`config.mk`:
```
export PLATFORM = sky130hd
export DESIGN_NAME = pipe_ctrl_mc_flat
export DESIGN_NICKNAME = d
export VERILOG_FILES = /design/src/rtl/pipe_ctrl_mc_pkg.sv /design/src/rtl/pipe_ctrl_mc_if.sv /design/src/rtl/pipe_ctrl_mc_stall_mask_enc.sv /design/src/rtl/pipe_ctrl_mc.sv /design/src/flat_wrapper.sv
export SDC_FILE = /design/constraint.sdc
export NUM_CORES = 1
export LEC_CHECK = 0
export CAP_MARGIN = 5
export CORE_UTILIZATION = 49
export CTS_CLUSTER_SIZE = 16
export DETAILED_ROUTE_END_ITERATION = 12
export GPL_ROUTABILITY_DRIVEN = 0
export PLACE_DENSITY = 0.9
export REMOVE_ABC_BUFFERS = 1
export SYNTH_ARGS = -nofsm -noshare
export SYNTH_HDL_FRONTEND = slang
export SYNTH_SLANG_ARGS = --single-unit
```
`constraint.sdc`:
```
create_clock -name clk -period 3.9 [get_ports clk]
set_input_delay 0.975 -clock clk [delete_from_list [all_inputs] [get_ports clk]]
set_output_delay 0.975 -clock clk [all_outputs]
set_load 0.01 [all_outputs]
```
`src/rtl/pipe_ctrl_mc_pkg.sv`:
```
// pipe_ctrl_mc_pkg: shared types and helpers for the pipeline controller.
//   state_e   : controller FSM states (RUN / WAIT / FLUSH)
//   PC_W      : program-counter width
//   stall_w() : stall-vector width derived from the stage count (PC + stages)
package pipe_ctrl_mc_pkg;

  typedef enum logic [1:0] {
    ST_RUN   = 2'd0,
    ST_WAIT  = 2'd1,
    ST_FLUSH = 2'd2
  } state_e;

  localparam int PC_W = 32;

  function automatic int stall_w(input int num_stages);
    return num_stages + 1;
  endfunction

endpackage

```
`src/rtl/pipe_ctrl_mc_if.sv`:
```
// pipe_ctrl_mc_if: pipeline-side bundle of the controller.
//   stallreq_i  per-stage stall requests (bit i = stage i+1)
//   mem_req_i   MEM stage holds a load/store
//   flush_req_i redirect request, flush_pc_i its target
//   stall_o     hold vector (bit0 = PC), flush_o clear stages, new_pc_o redirect PC
//   mem_ready_o RAM data valid, stall_cnt_o saturating stall-cycle counter
// slave = controller side, master = pipeline side.
interface pipe_ctrl_mc_if
  import pipe_ctrl_mc_pkg::*;
#(
  parameter int NUM_STAGES = 5,
  parameter int CNT_W      = 32
);
  logic [NUM_STAGES-1:0] stallreq_i;
  logic                  mem_req_i;
  logic                  flush_req_i;
  logic [PC_W-1:0]       flush_pc_i;
  logic [NUM_STAGES:0]   stall_o;
  logic                  flush_o;
  logic [PC_W-1:0]       new_pc_o;
  logic                  mem_ready_o;
  logic [CNT_W-1:0]      stall_cnt_o;

  modport slave (
    input  stallreq_i, mem_req_i, flush_req_i, flush_pc_i,
    output stall_o, flush_o, new_pc_o, mem_ready_o, stall_cnt_o
  );

  modport master (
    output stallreq_i, mem_req_i, flush_req_i, flush_pc_i,
    input  stall_o, flush_o, new_pc_o, mem_ready_o, stall_cnt_o
  );
endinterface

```
`src/rtl/pipe_ctrl_mc_stall_mask_enc.sv`:
```
// stall_mask_enc: combinational request -> stall vector encoder.
//   req_i   bit s set = stall PC and stage registers 0..s
//   stall_o bit j = 1 when any request at position >= j is set
// A stall at stage s must also freeze everything upstream of it, so each
// output bit is the OR-reduction of the requests at or above its position.
module stall_mask_enc #(
  parameter int W = 6
) (
  input  logic [W-1:0] req_i,
  output logic [W-1:0] stall_o
);
  for (genvar j = 0; j < W; j++) begin : g_bit
    assign stall_o[j] = |req_i[W-1:j];
  end
endmodule

```
`src/rtl/pipe_ctrl_mc.sv`:
```
// pipe_ctrl_mc: pipeline controller for the in-order MIPS core.
//   clk, rst  clock and synchronous active-high reset
//   bus       pipe_ctrl_mc_if.slave (stall requests, memory access, redirect)
// Merges stage stall requests, inserts MEM_WAIT wait states per data-RAM
// access, and sequences flushes. A flush raised during a wait is held in
// pend_q and issued once the access completes.
module pipe_ctrl_mc
  import pipe_ctrl_mc_pkg::*;
#(
  parameter int NUM_STAGES = 5,
  parameter int MEM_STAGE  = 4,
  parameter int MEM_WAIT   = 2,
  parameter int CNT_W      = 32
) (
  input  logic           clk,
  input  logic           rst,
  pipe_ctrl_mc_if.slave  bus
);
  localparam int SW = stall_w(NUM_STAGES);
  // With MEM_WAIT=0 the WAIT state is unreachable and cnt_q stays constant 0,
  // so the register folds away; the 1-bit floor keeps the declaration legal.
  localparam int CW = (MEM_WAIT > 0) ? $clog2(MEM_WAIT + 1) : 1;

  state_e          state_q, state_d;
  logic [CW-1:0]   cnt_q, cnt_d;
  logic            pend_q, pend_d;
  logic [PC_W-1:0] pc_q, pc_d;
  logic [CNT_W-1:0] scnt_q;

  logic          mem_stall, all_stall, flush, ready;
  logic [SW-1:0] req, enc_stall, stall;

  always_comb begin
    state_d   = state_q;
    cnt_d     = cnt_q;
    pend_d    = pend_q;
    pc_d      = pc_q;
    mem_stall = 1'b0;
    all_stall = 1'b0;
    flush     = 1'b0;
    ready     = 1'b0;
    unique case (state_q)
      ST_RUN: begin
        if (bus.flush_req_i) begin
          // redirect wins; a same-cycle access is dropped with the flush
          all_stall = 1'b1;
          pc_d      = bus.flush_pc_i;
          state_d   = ST_FLUSH;
        end else if (bus.mem_req_i) begin
          if (MEM_WAIT > 0) begin
            mem_stall = 1'b1;
            cnt_d     = CW'(MEM_WAIT - 1);
            state_d   = ST_WAIT;
          end else begin
            ready = 1'b1;
          end
        end
      end
      ST_WAIT: begin
        if (bus.flush_req_i) pc_d = bus.flush_pc_i;
        if (cnt_q != '0) begin
          mem_stall = 1'b1;
          cnt_d     = cnt_q - 1'b1;
          if (bus.flush_req_i) pend_d = 1'b1;
        end else begin
          // last cycle of the access: mem_req_i still belongs to it
          ready   = 1'b1;
          state_d = (pend_q || bus.flush_req_i) ? ST_FLUSH : ST_RUN;
        end
      end
      ST_FLUSH: begin
        flush   = 1'b1;
        pend_d  = 1'b0;
        state_d = ST_RUN;
      end
      default: state_d = ST_RUN;
    endcase
  end

  // request position s freezes PC..stage s; stage i+1 lives at bit i+1
  always_comb begin
    req            = {bus.stallreq_i, 1'b0};
    req[MEM_STAGE] = req[MEM_STAGE] | mem_stall;
    req[SW-1]      = req[SW-1] | all_stall;
  end

  stall_mask_enc #(.W(SW)) u_enc (
    .req_i   (req),
    .stall_o (enc_stall)
  );

  // stages are being cleared during FLUSH, so holding them is meaningless
  assign stall = (state_q == ST_FLUSH) ? '0 : enc_stall;

  always_ff @(posedge clk) begin
    if (rst) begin
      state_q <= ST_RUN;
      cnt_q   <= '0;
      pend_q  <= 1'b0;
      pc_q    <= '0;
      scnt_q  <= '0;
    end else begin
      state_q <= state_d;
      cnt_q   <= cnt_d;
      pend_q  <= pend_d;
      pc_q    <= pc_d;
      if (stall[0] && (scnt_q != '1)) scnt_q <= scnt_q + 1'b1;
    end
  end

  assign bus.stall_o     = stall;
  assign bus.flush_o     = flush;
  assign bus.new_pc_o    = pc_q;
  assign bus.mem_ready_o = ready;
  assign bus.stall_cnt_o = scnt_q;
endmodule

```
`src/flat_wrapper.sv`:
```
// flat-port wrapper written by rule: the top's interface ports become plain ports
module pipe_ctrl_mc_flat import pipe_ctrl_mc_pkg::*;
#(
  parameter int NUM_STAGES = 5,
  parameter int MEM_STAGE  = 4,
  parameter int MEM_WAIT   = 2,
  parameter int CNT_W      = 32
)
  (clk, rst, bus_stallreq_i, bus_mem_req_i, bus_flush_req_i, bus_flush_pc_i, bus_stall_o, bus_flush_o, bus_new_pc_o, bus_mem_ready_o, bus_stall_cnt_o);
  pipe_ctrl_mc_if #(.NUM_STAGES(NUM_STAGES), .CNT_W(CNT_W)) bus_i ();
  input  logic clk;
  input  logic rst;
  input wire logic [$bits(bus_i.stallreq_i)-1:0] bus_stallreq_i;
  input wire logic [$bits(bus_i.mem_req_i)-1:0] bus_mem_req_i;
  input wire logic [$bits(bus_i.flush_req_i)-1:0] bus_flush_req_i;
  input wire logic [$bits(bus_i.flush_pc_i)-1:0] bus_flush_pc_i;
  output wire logic [$bits(bus_i.stall_o)-1:0] bus_stall_o;
  output wire logic [$bits(bus_i.flush_o)-1:0] bus_flush_o;
  output wire logic [$bits(bus_i.new_pc_o)-1:0] bus_new_pc_o;
  output wire logic [$bits(bus_i.mem_ready_o)-1:0] bus_mem_ready_o;
  output wire logic [$bits(bus_i.stall_cnt_o)-1:0] bus_stall_cnt_o;
  assign bus_i.stallreq_i = bus_stallreq_i;
  assign bus_i.mem_req_i = bus_mem_req_i;
  assign bus_i.flush_req_i = bus_flush_req_i;
  assign bus_i.flush_pc_i = bus_flush_pc_i;
  assign bus_stall_o = bus_i.stall_o;
  assign bus_flush_o = bus_i.flush_o;
  assign bus_new_pc_o = bus_i.new_pc_o;
  assign bus_mem_ready_o = bus_i.mem_ready_o;
  assign bus_stall_cnt_o = bus_i.stall_cnt_o;
  pipe_ctrl_mc #(.NUM_STAGES(NUM_STAGES), .MEM_STAGE(MEM_STAGE), .MEM_WAIT(MEM_WAIT), .CNT_W(CNT_W)) u_core (.clk(clk), .rst(rst), .bus(bus_i));
endmodule
```
==> results.tsv <==
stage	metric	value	unit
status	status	completed	
die	dieHeight	83.3	um
clocking	post_cts_buffers	0	
drt	first_iter_violations	147	
clocking	clkTransAtPathRegs	0.08	ns
die	start_util	51.0	%
sta	maxSlewViolCount	0	
drt	dr.pass1.iters	6	
drt	detail-route-antenna-nets	0	
finish	design_area	0.00462	mm2
synth	netlist_instances	399	
die	die_area	0.00693	mm2
worst_setup_path	cp_top_family	buffers and inverters	
power	power_switching	394	uW
worst_setup_path	end_kind	primary output	
worst_setup_path	critPathSlowestCell	clkdlybuf4s50_1	
die	die_x	83.3	um
worst_setup_path	cp-start-kind	input port	
clocking	cts_resized	0	
worst_setup_path	worstPathMaxFanout	5	
finish	nets	547	
synth	yosysTopAreaCell	dfxtp_1	
worst_hold_path	worstHoldEndpoint	u_core.bus.new_pc_o[9]	
drt	vias	3395	
grt	antenna_found_initial	0	
power	leakage	0.00162	uW
worst_setup_path	worstReg2RegStart	u_core.bus.stall_cnt_o[17]	
clocking	cts-buffers-inserted	9	
worst_setup_path	path_common_cell	clkdlybuf4s50_1	
synth	ys_ff_latch	69	
worst_setup_path	r2r_setup_slack	1.27	ns
worst_setup_path	crit_path_cell_trace	clkdlybuf4s50_1 -> nor3b_1 -> o21bai_1 -> and3_1 -> nor2b_1 -> a21oi_1 -> clkdlybuf4s50_1	
sta	finalHoldViolations	0	
clocking	cts.sinks	69	
grt	grt_usage	25.1	%
finish	num_antenna_cells	0	
worst_setup_path	crit_start	bus_flush_req_i	
power	seqPwrFrac	43.1	%
clocking	cts_buffer_depth	2	
worst_setup_path	critPathBufInv	2	
placed_design	placed_area	0.00435	mm2
drt	wl_per_cell	15.3	um
drt	wl	8.94	mm
synth	syn_area	0.00324	mm2
synth	ys_seq_area_share	42.7	%
sta	final.period_utilization	97.5	%
synth	yosys_warnings	0	
placed_design	hpwl	6.18	mm
sta	rsz0062_at_grt	false	
sta	fmax	0.263	GHz
grt	first_global_vias	3057	
synth	synth.most_common_cell	nand2_1	
synth	synthTopCellsByArea	dfxtp_1 43%, a21oi_1 9.4%, nand2_1 8.8%	
synth	synth_area_per_cell	8.11	um2
die	boundaryPins	113	
drt	routed_via_density	5.79	
clocking	cts_htree_levels	3	
worst_hold_path	hp-class	flip-flop to flip-flop	
clocking	tritoncts	built	
clocking	hold_buffers	0	
synth	ys.flop_type	dfxtp_1	
sta	slew_headroom	32.9	%
power	power_density	374	mW/mm2
worst_setup_path	reg2reg_depth	5	
power	p_int	1330	uW
synth	synth_edf_count	0	
die	core_area	0.00635	mm2
sta	tns	0	ns
finish	n_fill_cell	476	
power	comb_power_share	11.9	%
sta	period_needed	3.80	ns
synth	synth_top_area_share	42.7	%
clocking	root_buffer	clkbuf_8	
placed_design	port_buffers	112	
power	switching_share	22.8	%
finish	layout-area-overhead-vs-synth	42.9	%
sta	final.setup_skew	0.00884	ns
worst_setup_path	reg2reg_to	u_core.bus.stall_cnt_o[6]	
synth	ys_top_cells_by_count	76 x nand2_1, 69 x dfxtp_1, 61 x a21oi_1	
sta	setup_viol	0	
power	ir_drop	0.255	mV
worst_hold_path	whs_path_depth	2	
worst_setup_path	path_class	input port to primary output	
grt	grt_max_degree	58	
die	fp-row-count	29	
worst_hold_path	min-delay-start	u_core.bus.new_pc_o[9]	
drt	drc	0	
grt	grt_pass1_wl	14.3	mm
worst_setup_path	cp.arrival	2.83	ns
grt	grt_overflow	0	
synth	ys_types	52	
finish	layout-drive-gt1-share	8.84	%
worst_setup_path	slowest_delay	0.56	ns
sta	worst_pin_slew	1.01	ns
clocking	worstSkewPairLatency	0.35	ns
synth	async_flop_share	0	%
worst_setup_path	worstPathRequired	2.92	ns
run	drv_cap	0	
power	pwr-share-clk	45.0	%
==> worst max path at each step <==
stage                           to  slack [ns]  depth (start not counted)
floorplan           bus_stall_o[2]        0.15                          5
global placement    bus_stall_o[2]        0.17                          7
detailed placement  bus_stall_o[2]        0.11                          7
CTS                 bus_stall_o[2]        0.12                          7
global route        bus_stall_o[2]        0.02                          7
finish              bus_stall_o[2]         0.1                          7
==> layout by cell type (no fill, tap or decap), types with 5 or more instances in the layout <==
cell               n
nand3_1            8
buf_4              8
nor3_1             5
clkdlybuf4s50_1  111
inv_1             10
o21ai_0           11
o31ai_1           11
nand4_1           12
or3_1              9
a21oi_1           61
clkbuf_8           9
nor2b_1            8
or4_1             10
dfxtp_1           69
nor4_1             8
nand2_1           76
nor2_1            21
mux2_2             6
and4_1             5
==> kinds of logic after synthesis <==
logic type	Yosys count	share of synthesized area, %
DFF	69	42.7
AOI/OAI and AO/OA	101	18.7
muxes	6	2.09
buffers and inverters	36	6.03
and+or+nand+nor	185	29.7
adders and majority gates	2	0.773
==> power groups by stage <==
| stage | registers, uW | clock network, uW | logic [uW] |
|---|---|---|---|
| 6_report | 745 | 777 | 205 |
| 3_5_place_dp | 761 | 0 | 204 |
| 3_3_place_gp | 759 | 0 | 199 |
| 2_1_floorplan | 770 | 0 | 63.2 |
| 4_1_cts | 745 | 786 | 205 |
| 5_1_grt | 748 | 821 | 221 |
==> flip-flops by register name (all words and copies together) (netlist names) <==
| name | flops |
|---|---|
| u_core.bus.new_pc_o | 32 |
| u_core.bus.stall_cnt_o | 32 |
| u_core.cnt_q | 2 |
| u_core.pend_q | 1 |
| u_core.state_q | 2 |
==> cell type report <==
cell class	count	area, um2	share of cell area [%]
Timing Repair Buffer	120	1180	25.4
Multi-Input combinational cell	294	1660	35.9
Inverter	10	37.5	0.812
Clock inverter	7	146	3.17
Sequential cell	69	1380	29.9
Clock buffer	9	124	2.68
Tap cell	77	96.3	2.08
==> per-stage QoR <==
stage / hold WS, ns / utilization, % / worst slack, ns / power (uW) / cells
after floorplan: 0.457 / - / 0.153 / 833 / 373
after global placement: 0.441 / 68.6 / 0.175 / 958 / 570
after detailed placement: 0.448 / 68.6 / 0.114 / 965 / 570
after CTS: 0.457 / 72.8 / 0.116 / 1740 / 586
after global routing: 0.478 / 72.8 / 0.0157 / 1790 / 586
final: 0.455 / 72.8 / 0.0957 / 1730 / 586
==> worst min-delay path, cell delays in order (launching register included) <==
cell and delay [ns]:
dfxtp_1 0.31, nand2_1 0.05, a21oi_1 0.05
==> routing by layer <==
layer | wire (um) | GRT usage, % | vias to the layer above
met2 | 4310 | 42.1 | 159
met1 | 3750 | 31.6 | 1580
met4 | 152 | 9.72 | 0
li1 | - | - | 1641
met3 | 730 | 5.37 | 15
met5 | 0 | 0 | -
(Power assumes the default switching activity.)
